File: config.mk
export PLATFORM = sky130hd
export DESIGN_NAME = dsss_tx_serializer
export DESIGN_NICKNAME = d
export VERILOG_FILES = /design/src/rtl/dsss_tx_serializer.sv
export SDC_FILE = /design/constraint.sdc
export NUM_CORES = 1
export LEC_CHECK = 0
export ABC_AREA = 1
export ABC_CLOCK_PERIOD_IN_PS = 6200
export BUFFER_PORTS_ARGS = -buffer_cell sky130_fd_sc_hd__buf_4
export CAP_MARGIN = 20
export CORE_MARGIN = 1.5
export CORE_UTILIZATION = 30
export CTS_CLUSTER_SIZE = 10
export DETAILED_ROUTE_END_ITERATION = 8
export PLACE_DENSITY = 0.47
export SLEW_MARGIN = 20
export SYNTH_ARGS = -nofsm -noshare
export SYNTH_HDL_FRONTEND = slang
export SYNTH_SLANG_ARGS = --single-unit
export TNS_END_PERCENT = 50
File: constraint.sdc
create_clock -name clk -period 6.2 [get_ports clk]
set_input_delay 1.24 -clock clk [delete_from_list [all_inputs] [get_ports clk]]
set_output_delay 1.24 -clock clk [all_outputs]
set_load 0.1 [all_outputs]
File: src/rtl/dsss_tx_serializer.sv
// dsss_tx_serializer: byte FIFO + bit serializer feeding the DSSS transmitter
// data_in. Each data bit is held for CODE_LEN clocks (one spreading-code period).
// Ports:
//   clk, rst          clock, synchronous active-high reset
//   waddr/wdata/wstrb/wen   register write bus (addr[7:0] decoded)
//   raddr/ren/rdata   register read bus, rdata combinational
//   data_out          serial bit to transmitter (registered)
//   bit_strobe        pulse in the first clock of each transmitted bit
//   busy              high while a byte is being shifted
//   irq_empty         level irq: enable & FIFO empty & !busy
module dsss_tx_serializer #(
  parameter int unsigned CODE_LEN   = 6,
  parameter int unsigned FIFO_DEPTH = 8,
  parameter logic        IDLE_BIT   = 1'b0
) (
  input  logic        clk,
  input  logic        rst,
  input  logic [31:0] waddr,
  input  logic [31:0] wdata,
  input  logic [3:0]  wstrb,
  input  logic        wen,
  input  logic [31:0] raddr,
  input  logic        ren,
  output logic [31:0] rdata,
  output logic        data_out,
  output logic        bit_strobe,
  output logic        busy,
  output logic        irq_empty
);

  localparam int unsigned AW = (FIFO_DEPTH > 1) ? $clog2(FIFO_DEPTH) : 1;
  localparam int unsigned LW = AW + 1;
  localparam int unsigned CW = (CODE_LEN > 1) ? $clog2(CODE_LEN) : 1;
  localparam logic [CW-1:0] CHIP_LAST = CW'(CODE_LEN - 1);

  typedef enum logic {ST_IDLE = 1'b0, ST_SHIFT = 1'b1} state_t;

  state_t       r_state, w_state_nxt;
  logic [7:0]   r_fifo [FIFO_DEPTH];
  logic [AW-1:0] r_wptr, r_rptr;
  logic [LW-1:0] r_level, w_level_nxt;
  logic         r_overflow, r_enable, r_msb_first;
  logic [7:0]   r_shreg, w_shreg_nxt;
  logic         r_msb_lat, w_msb_lat_nxt;
  logic [2:0]   r_bit_idx, w_bit_nxt;
  logic [CW-1:0] r_chip_cnt, w_chip_nxt;
  logic         r_data_out, r_bit_strobe, r_busy, r_irq;
  logic         w_data_nxt, w_strobe_nxt, w_busy_nxt, w_irq_nxt;
  logic         w_wr_ctrl, w_wr_data, w_wr_stat, w_flush;
  logic         w_empty, w_full, w_push_ok, w_pop, w_enable_nxt;
  logic [31:0]  w_rdata;
  logic         w_unused;

  // Write decode; flush is a self-clearing pulse acting at the write edge
  assign w_wr_ctrl    = wen && (waddr[7:0] == 8'h00) && wstrb[0];
  assign w_wr_data    = wen && (waddr[7:0] == 8'h04) && wstrb[0];
  assign w_wr_stat    = wen && (waddr[7:0] == 8'h08) && wstrb[1];
  assign w_flush      = w_wr_ctrl && wdata[1];
  assign w_enable_nxt = w_wr_ctrl ? wdata[0] : r_enable;

  assign w_empty   = (r_level == '0);
  assign w_full    = (r_level == LW'(FIFO_DEPTH));
  // Full is judged on start-of-cycle level, so a same-cycle pop never frees a slot
  assign w_push_ok = w_wr_data && !w_full && !w_flush;

  assign w_unused = ^{waddr[31:8], raddr[31:8], wdata[31:9], wstrb[3:2]};

  // Control register
  always_ff @(posedge clk) begin
    if (rst) begin
      r_enable    <= 1'b0;
      r_msb_first <= 1'b0;
    end else if (w_wr_ctrl) begin
      r_enable    <= wdata[0];
      r_msb_first <= wdata[2];
    end
  end

  // Sticky overflow; a push discarded by flush does not count
  always_ff @(posedge clk) begin
    if (rst) begin
      r_overflow <= 1'b0;
    end else if (w_wr_data && w_full && !w_flush) begin
      r_overflow <= 1'b1;
    end else if (w_wr_stat && wdata[8]) begin
      r_overflow <= 1'b0;
    end
  end

  // FIFO storage (no reset needed, validity tracked by level)
  always_ff @(posedge clk) begin
    if (w_push_ok) begin
      r_fifo[r_wptr] <= wdata[7:0];
    end
  end

  always_comb begin
    w_level_nxt = r_level;
    if (w_flush) begin
      w_level_nxt = '0;
    end else begin
      case ({w_push_ok, w_pop})
        2'b10:   w_level_nxt = r_level + LW'(1);
        2'b01:   w_level_nxt = r_level - LW'(1);
        default: w_level_nxt = r_level;
      endcase
    end
  end

  // FIFO pointers and level
  always_ff @(posedge clk) begin
    if (rst) begin
      r_wptr  <= '0;
      r_rptr  <= '0;
      r_level <= '0;
    end else begin
      r_level <= w_level_nxt;
      if (w_flush) begin
        r_wptr <= '0;
        r_rptr <= '0;
      end else begin
        if (w_push_ok) r_wptr <= r_wptr + AW'(1);
        if (w_pop)     r_rptr <= r_rptr + AW'(1);
      end
    end
  end

  // FSM state register
  always_ff @(posedge clk) begin
    if (rst) r_state <= ST_IDLE;
    else     r_state <= w_state_nxt;
  end

  // FSM next state and shift datapath next values
  always_comb begin
    w_state_nxt   = r_state;
    w_pop         = 1'b0;
    w_shreg_nxt   = r_shreg;
    w_msb_lat_nxt = r_msb_lat;
    w_bit_nxt     = r_bit_idx;
    w_chip_nxt    = r_chip_cnt;
    case (r_state)
      ST_IDLE: begin
        if (r_enable && !w_empty) begin
          w_pop         = 1'b1;
          w_state_nxt   = ST_SHIFT;
          w_shreg_nxt   = r_fifo[r_rptr];
          w_msb_lat_nxt = r_msb_first;
          w_bit_nxt     = 3'd0;
          w_chip_nxt    = '0;
        end
      end
      ST_SHIFT: begin
        if (r_chip_cnt == CHIP_LAST) begin
          if (r_bit_idx != 3'd7) begin
            w_bit_nxt  = r_bit_idx + 3'd1;
            w_chip_nxt = '0;
          end else if (r_enable && !w_empty) begin
            // Gapless reload of the next byte
            w_pop         = 1'b1;
            w_shreg_nxt   = r_fifo[r_rptr];
            w_msb_lat_nxt = r_msb_first;
            w_bit_nxt     = 3'd0;
            w_chip_nxt    = '0;
          end else begin
            w_state_nxt = ST_IDLE;
          end
        end else begin
          w_chip_nxt = r_chip_cnt + CW'(1);
        end
      end
      default: w_state_nxt = ST_IDLE;
    endcase
    // Flush aborts the current byte and suppresses any load this cycle
    if (w_flush) begin
      w_state_nxt = ST_IDLE;
      w_pop       = 1'b0;
    end
  end

  // Shift datapath registers
  always_ff @(posedge clk) begin
    if (rst) begin
      r_shreg    <= '0;
      r_msb_lat  <= 1'b0;
      r_bit_idx  <= '0;
      r_chip_cnt <= '0;
    end else begin
      r_shreg    <= w_shreg_nxt;
      r_msb_lat  <= w_msb_lat_nxt;
      r_bit_idx  <= w_bit_nxt;
      r_chip_cnt <= w_chip_nxt;
    end
  end

  // Output decode from next-cycle state so outputs land with the state they describe
  always_comb begin
    w_busy_nxt   = (w_state_nxt == ST_SHIFT);
    w_strobe_nxt = w_busy_nxt && (w_chip_nxt == '0);
    w_data_nxt   = IDLE_BIT;
    if (w_busy_nxt) begin
      w_data_nxt = w_msb_lat_nxt ? w_shreg_nxt[3'(3'd7 - w_bit_nxt)] : w_shreg_nxt[w_bit_nxt];
    end
    w_irq_nxt = w_enable_nxt && (w_level_nxt == '0) && !w_busy_nxt;
  end

  always_ff @(posedge clk) begin
    if (rst) begin
      r_data_out   <= IDLE_BIT;
      r_bit_strobe <= 1'b0;
      r_busy       <= 1'b0;
      r_irq        <= 1'b0;
    end else begin
      r_data_out   <= w_data_nxt;
      r_bit_strobe <= w_strobe_nxt;
      r_busy       <= w_busy_nxt;
      r_irq        <= w_irq_nxt;
    end
  end

  // Read mux; level field is 4 bits wide (full bit disambiguates depth 16)
  always_comb begin
    w_rdata = '0;
    if (ren) begin
      case (raddr[7:0])
        8'h00:   w_rdata = {29'd0, r_msb_first, 1'b0, r_enable};
        8'h08:   w_rdata = {23'd0, r_overflow, 4'(r_level), 1'b0, r_busy, w_full, w_empty};
        default: w_rdata = '0;
      endcase
    end
  end

  assign rdata      = w_rdata;
  assign data_out   = r_data_out;
  assign bit_strobe = r_bit_strobe;
  assign busy       = r_busy;
  assign irq_empty  = r_irq;

endmodule

Yosys cells after proc, flatten, opt, wreduce, memory -nomap -nowiden --
Memories as Yosys holds them, arrays and structs flattened. A register that Yosys moved wholly into a read port is not among the register bits. Index checks and enable logic that the tools add are counted.
Operators by class: add/sub/neg operators 7, magnitude comparators 2, eq/ne operators 8, multiplexer cells 41, bitwise logic cells 2, reductions and logical operators 28
Operators by type and width (number):
- 3-bit 2-to-1 mux | 8
- 8-bit 2-to-1 mux | 3
- 1-bit 2-to-1 mux | 18
- 9-bit one-hot mux with 2 select lines | 1
- 8-bit by 4-bit == test with 1-bit output (second input constant) | 2
- 1-bit logical AND | 16
- 8-bit zero test | 2
- 8-bit one-hot mux with 2 select lines | 1
- 3-bit by 1-bit adder with 3-bit output (second input constant) | 4
- 3-bit one-hot mux with 2 select lines | 2
- 9-bit 2-to-1 mux | 1
- 8-bit by 3-bit == test with 1-bit output (second input constant) | 1
- 4-bit zero test | 2
- 3-bit by 4-bit < comparator with 1-bit output (second input constant) | 2
- 4-bit one-hot mux with 2 select lines | 1
- 1-bit binary-select mux with 3-bit select | 2
- 1-bit one-hot mux with 2 select lines | 3
- 4-bit by 1-bit adder with 4-bit output (second input constant) | 1
- 4-bit == test (second input constant) | 1
- 1-bit zero test | 4
- 4-bit 2-to-1 mux | 1
- 2-bit OR reduction | 2
- 4-bit by 1-bit subtractor with 4-bit output (second input constant) | 1
- 3-bit == test (second input constant) | 1
- 7 further kinds | 8
Storage, ports and cells: flip-flop bits (word level) 32, bits in writable memories 64, input bits 104, logic and storage cells 103, memories 1
Memory list:
- r_fifo | words 8, bits a word 8, rd ports 1, clocked after memory_dff 1, write ports 1, RTL line 39 | logic [7:0] r_fifo [FIFO_DEPTH];

Depth between registers and ports, before layout --
word-level depth 14, gate-level depth with buffers 21

Worst setup path after synthesis --
OpenSTA, ideal clock, no wires.
path kind input to output, start point input raddr[2], end point output rdata[0], data arrival time 3.998 ns, required time 4.960 ns, setup slack 0.962 ns, cell stages on the path 5, buffers on the path 0, cells stage by stage nor2_1 -> nand2_1 -> nor4_1 -> nand2_1 -> o32ai_1
On the way: longest elaborated chain between the ends 3, elaborated cells between the ends (all ways) 4, those cells by class 1 x eq/ne; 2 x mux; 1 x reduce/logical
RTL lines:
- start, declared | RTL line 22 | input logic [31:0] raddr,
- 8-bit by 4-bit == test with 1-bit output or 8-bit zero test (tied branches) | RTL line 225 | case (raddr[7:0])
- 9-bit one-hot mux with 2 select lines * | RTL line 225
- 9-bit 2-to-1 mux * | RTL line 224 | if (ren) begin
- end, declared | RTL line 24 | output logic [31:0] rdata,
Mark *: on every way between the ends. The rest lies on a longest branch, timed or not.

Worst setup path after layout --
Same ends and word-level chain as after synthesis.

==> results.md <==
* Post-DP HPWL at just over 7 mm
* Placed cell areas at 0.00521 mm2
* # setup viols final at 0
* Post-Syn Instances at 549
* Final Hold Violating Endpoints at 0
* Finished Core Util at between 30 and 40%
* Sequential area share after synthesis at 55.0%
* Cells after DPL at ~800
* WL per Instance at 13.6 um
* DR vias at 3598
* Synthesis-stage register bit count at 99
* Layout Nets at 700
* Critical path endpoint category: primary output
* Final setup margin at 2360 ps
* Clock power frac at 40.8%
* Final setup TNS at 0 ps
* Slowest CP cell: buf_4
* Worst EP arrival at 2600 ps
* Reg2reg path depth at 18
* Startpoint types: input pin
* WL final at roughly 11 mm
* Finished Layout Cells at 803
* Most repeated library cell on the critical path: buf_4
* Final Power at 1.39 mW
* Post-cts hold buffer count at 0
* Longest Clk Path Bufs at 2
* Vias in the first global route at 3414
* Clk slew on worst S/H paths at 70 ps
* DRC errors left at 0
* Die Height at between 100 and 150 um
* Crit-path cells: buf_4 -> nor2_1 -> nand2_1 -> nor4_1 -> nand3_1 -> o32ai_1 -> buf_4
* Worst Path Max Fanout at 8
* GP Congestion at 0.856
* RSZ-0062 raised after global routing: false
* Die width at ~130 um
* Comb power frac at 8.4%
* Max incr delay on CP at about 340 ps
* Slew Limit Fails at 0
* WP data required at 4960 ps
* Worst skew pair latency at 340 ps
* Die ar. at between 0.015 and 0.02 mm2
* First-iteration detailed-routing DRC count at 186
* GRT Util Overall at 13.8%
* Period minus WS final at between 3000 and 4000 ps
* Max_slew headroom at 31.5%
* Yosys Warn Count at 0
* Sw Ratio at 25.2%
* Final Cell Area at 0.00551 mm2
* IO Pins at 140
* Net Switching at 349 uW
* Post-CTS setup buffers at 0
* Worst hold path class: reg -> reg
* Post-synthesis cell area at 0.00477 mm2
* P&R area growth vs syn at 15.7%
* Worst Skew at 7.29 ps
* Ant. Diodes at 0
* Status: finished clean
* Clk root buf: clkbuf_16
* Fmax at about 260 MHz
* Crit Path Class: in -> out
* Initial Util at 31.0%
* PostCTS Resize Cnt at 0
* Hold Slack at 470 ps
* Leakage at 2.39 nW
* Largest net degree at the start of global routing at 34
* Vias per cell at 4.48
* Pre-CTS setup slack at about 2300 ps
* Max-Cap Viols at 0
* Sequential share of power at between 50 and 60%
* Layout cells sized above 1 at 13.7%
* First-pass GRT wire length at 17.6 mm
* Worst Hold Depth at 2
* Power Internal at 1.04 mW
* Synth Area per Inst at 8.68 um2
* Final antenna-violating net count at 0
* IO Port Bufs at 42
* H-tree levels at 3
* CTS tree: done
* Pre-Repair DR Iteration Count at 4
* Worst-margin pin slew at between 1000 and 1500 ps
* Sink Count at slightly below 100
* PwrDens at 251 mW/mm2
* TritonCTS Buffers at 9
* Antenna violations before repair at 0
* Final period util at around three fifths
* Peak VDD IR at between 0.1 and 0.15 mV
* Core Box Area at 0.0154 mm2
* Remaining Overflow, GRT at 0
* # rows at 45
* Netlist cell types at 35
final cells by class:
| cell class | count | area [um2] |
|---|---|---|
| multi-input cells | 364 | 1740 |
| clock inverters | 7 | 75.1 |
| flip-flops and latches | 99 | 2620 |
| fillers | 1561 | 9860 |
| repair buffers | 43 | 323 |
| well taps | 211 | 264 |
| inverters | 70 | 263 |
| clock buffers | 9 | 225 |
synthesized netlist by cell type:
master | instances | area (um2)
or2_0 | 1 | 6.26
o22ai_1 | 1 | 6.26
nand2_1 | 144 | 541
and3_1 | 1 | 6.26
clkbuf_1 | 2 | 7.51
buf_4 | 27 | 203
or2_1 | 5 | 31.3
nor3_1 | 11 | 55.1
nand2_4 | 1 | 11.3
nor4_1 | 2 | 12.5
nand3_1 | 72 | 360
clkinv_1 | 1 | 3.75
conb_1 | 1 | 3.75
a31oi_1 | 1 | 6.26
dfxtp_1 | 35 | 701
a21oi_1 | 12 | 60.1
inv_2 | 3 | 11.3
buf_2 | 8 | 40.0
edfxtp_1 | 64 | 1920
xor2_1 | 5 | 43.8
buf_1 | 1 | 3.75
o211ai_1 | 1 | 7.51
inv_1 | 66 | 248
buf_6 | 1 | 11.3
nor2_4 | 1 | 11.3
o32ai_1 | 2 | 17.5
o21ai_0 | 13 | 65.1
nor2_2 | 1 | 6.26
o31ai_1 | 1 | 7.51
ha_1 | 9 | 113
a211oi_1 | 1 | 7.51
or2_2 | 4 | 25.0
nand4_1 | 2 | 12.5
nand2_2 | 6 | 37.5
nor2_1 | 43 | 161
cells by family after synthesis:
kind of cell	share of synthesized area (%)
simple gates	26.8
buf+inv	11.1
flops	55.0
compound gates	3.73
fa+ha+maj	2.36
xor+xnor	0.919
other cells	0.0787
placed cells by master, fill, tap and decap left out:
cell and n:
a211oi_1 1, a21oi_1 12, a31oi_1 1, and3_1 1
buf_4 43, bufinv_16 1, clkbuf_16 9, clkinv_1 4
clkinv_4 2, conb_1 24, dfxtp_1 35, edfxtp_1 64
ha_1 9, inv_1 65, inv_2 3, inv_6 1
inv_8 1, nand2_1 144, nand2_2 6, nand2_4 1
nand3_1 72, nand4_1 2, nor2_1 43, nor2_2 1
nor2_4 1, nor3_1 3, nor3_2 8, nor4_1 2
o211ai_1 1, o21ai_0 13, o22ai_1 1, o31ai_1 1
o32ai_1 2, or2_0 1, or2_1 5, or2_2 4
xor2_1 5
state kept, by name (all words and copies together) (netlist names), named ones only:
signal	flops
r_rptr	3
bit_strobe	1
r_bit_idx	3
r_shreg	8
r_fifo	64
busy	1
r_msb_lat	1
r_level	4
r_msb_first	1
data_out	1
r_overflow	1
irq_empty	1
r_enable	1
r_wptr	3
r_chip_cnt	3
per-layer routing:
metal | vias to the layer above | share of wire, % | global-route usage [%] | wire length, um
met1 | 1701 | 45 | 17.8 | 4970
met3 | 6 | 4.0 | 2.15 | 442
met2 | 84 | 50 | 23.9 | 5420
li1 | 1807 | - | - | -
met4 | 0 | 0.97 | 4.56 | 106
met5 | - | 0 | 0 | 0
worst paths after layout:
kind | to | slack [ps] | start
worst max-delay path | rdata[0] | 2360 | raddr[2]
worst min-delay path | flop | 470 | r_rptr[2]
worst max register to register | irq_empty | 2970 | r_bit_idx[0]
worst min register to register | flop | 470 | r_rptr[2]
power by group through the flow:
| stage | combinational (mW) | sequential (mW) | clock, mW |
|---|---|---|---|
| 2_1_floorplan | 0.0916 | 0.729 | 0 |
| 3_3_place_gp | 0.116 | 0.719 | 0 |
| 3_5_place_dp | 0.117 | 0.719 | 0 |
| 4_1_cts | 0.117 | 0.704 | 0.580 |
| 5_1_grt | 0.123 | 0.704 | 0.605 |
| 6_report | 0.117 | 0.704 | 0.565 |
worst max-delay path: cells and delay by family:
| family | cells | cell delay [ps] |
|---|---|---|
| compound gates | 1 | 210 |
| buf+inv | 2 | 450 |
| simple gates | 4 | 700 |
Power figures use the tool's default switching activity.
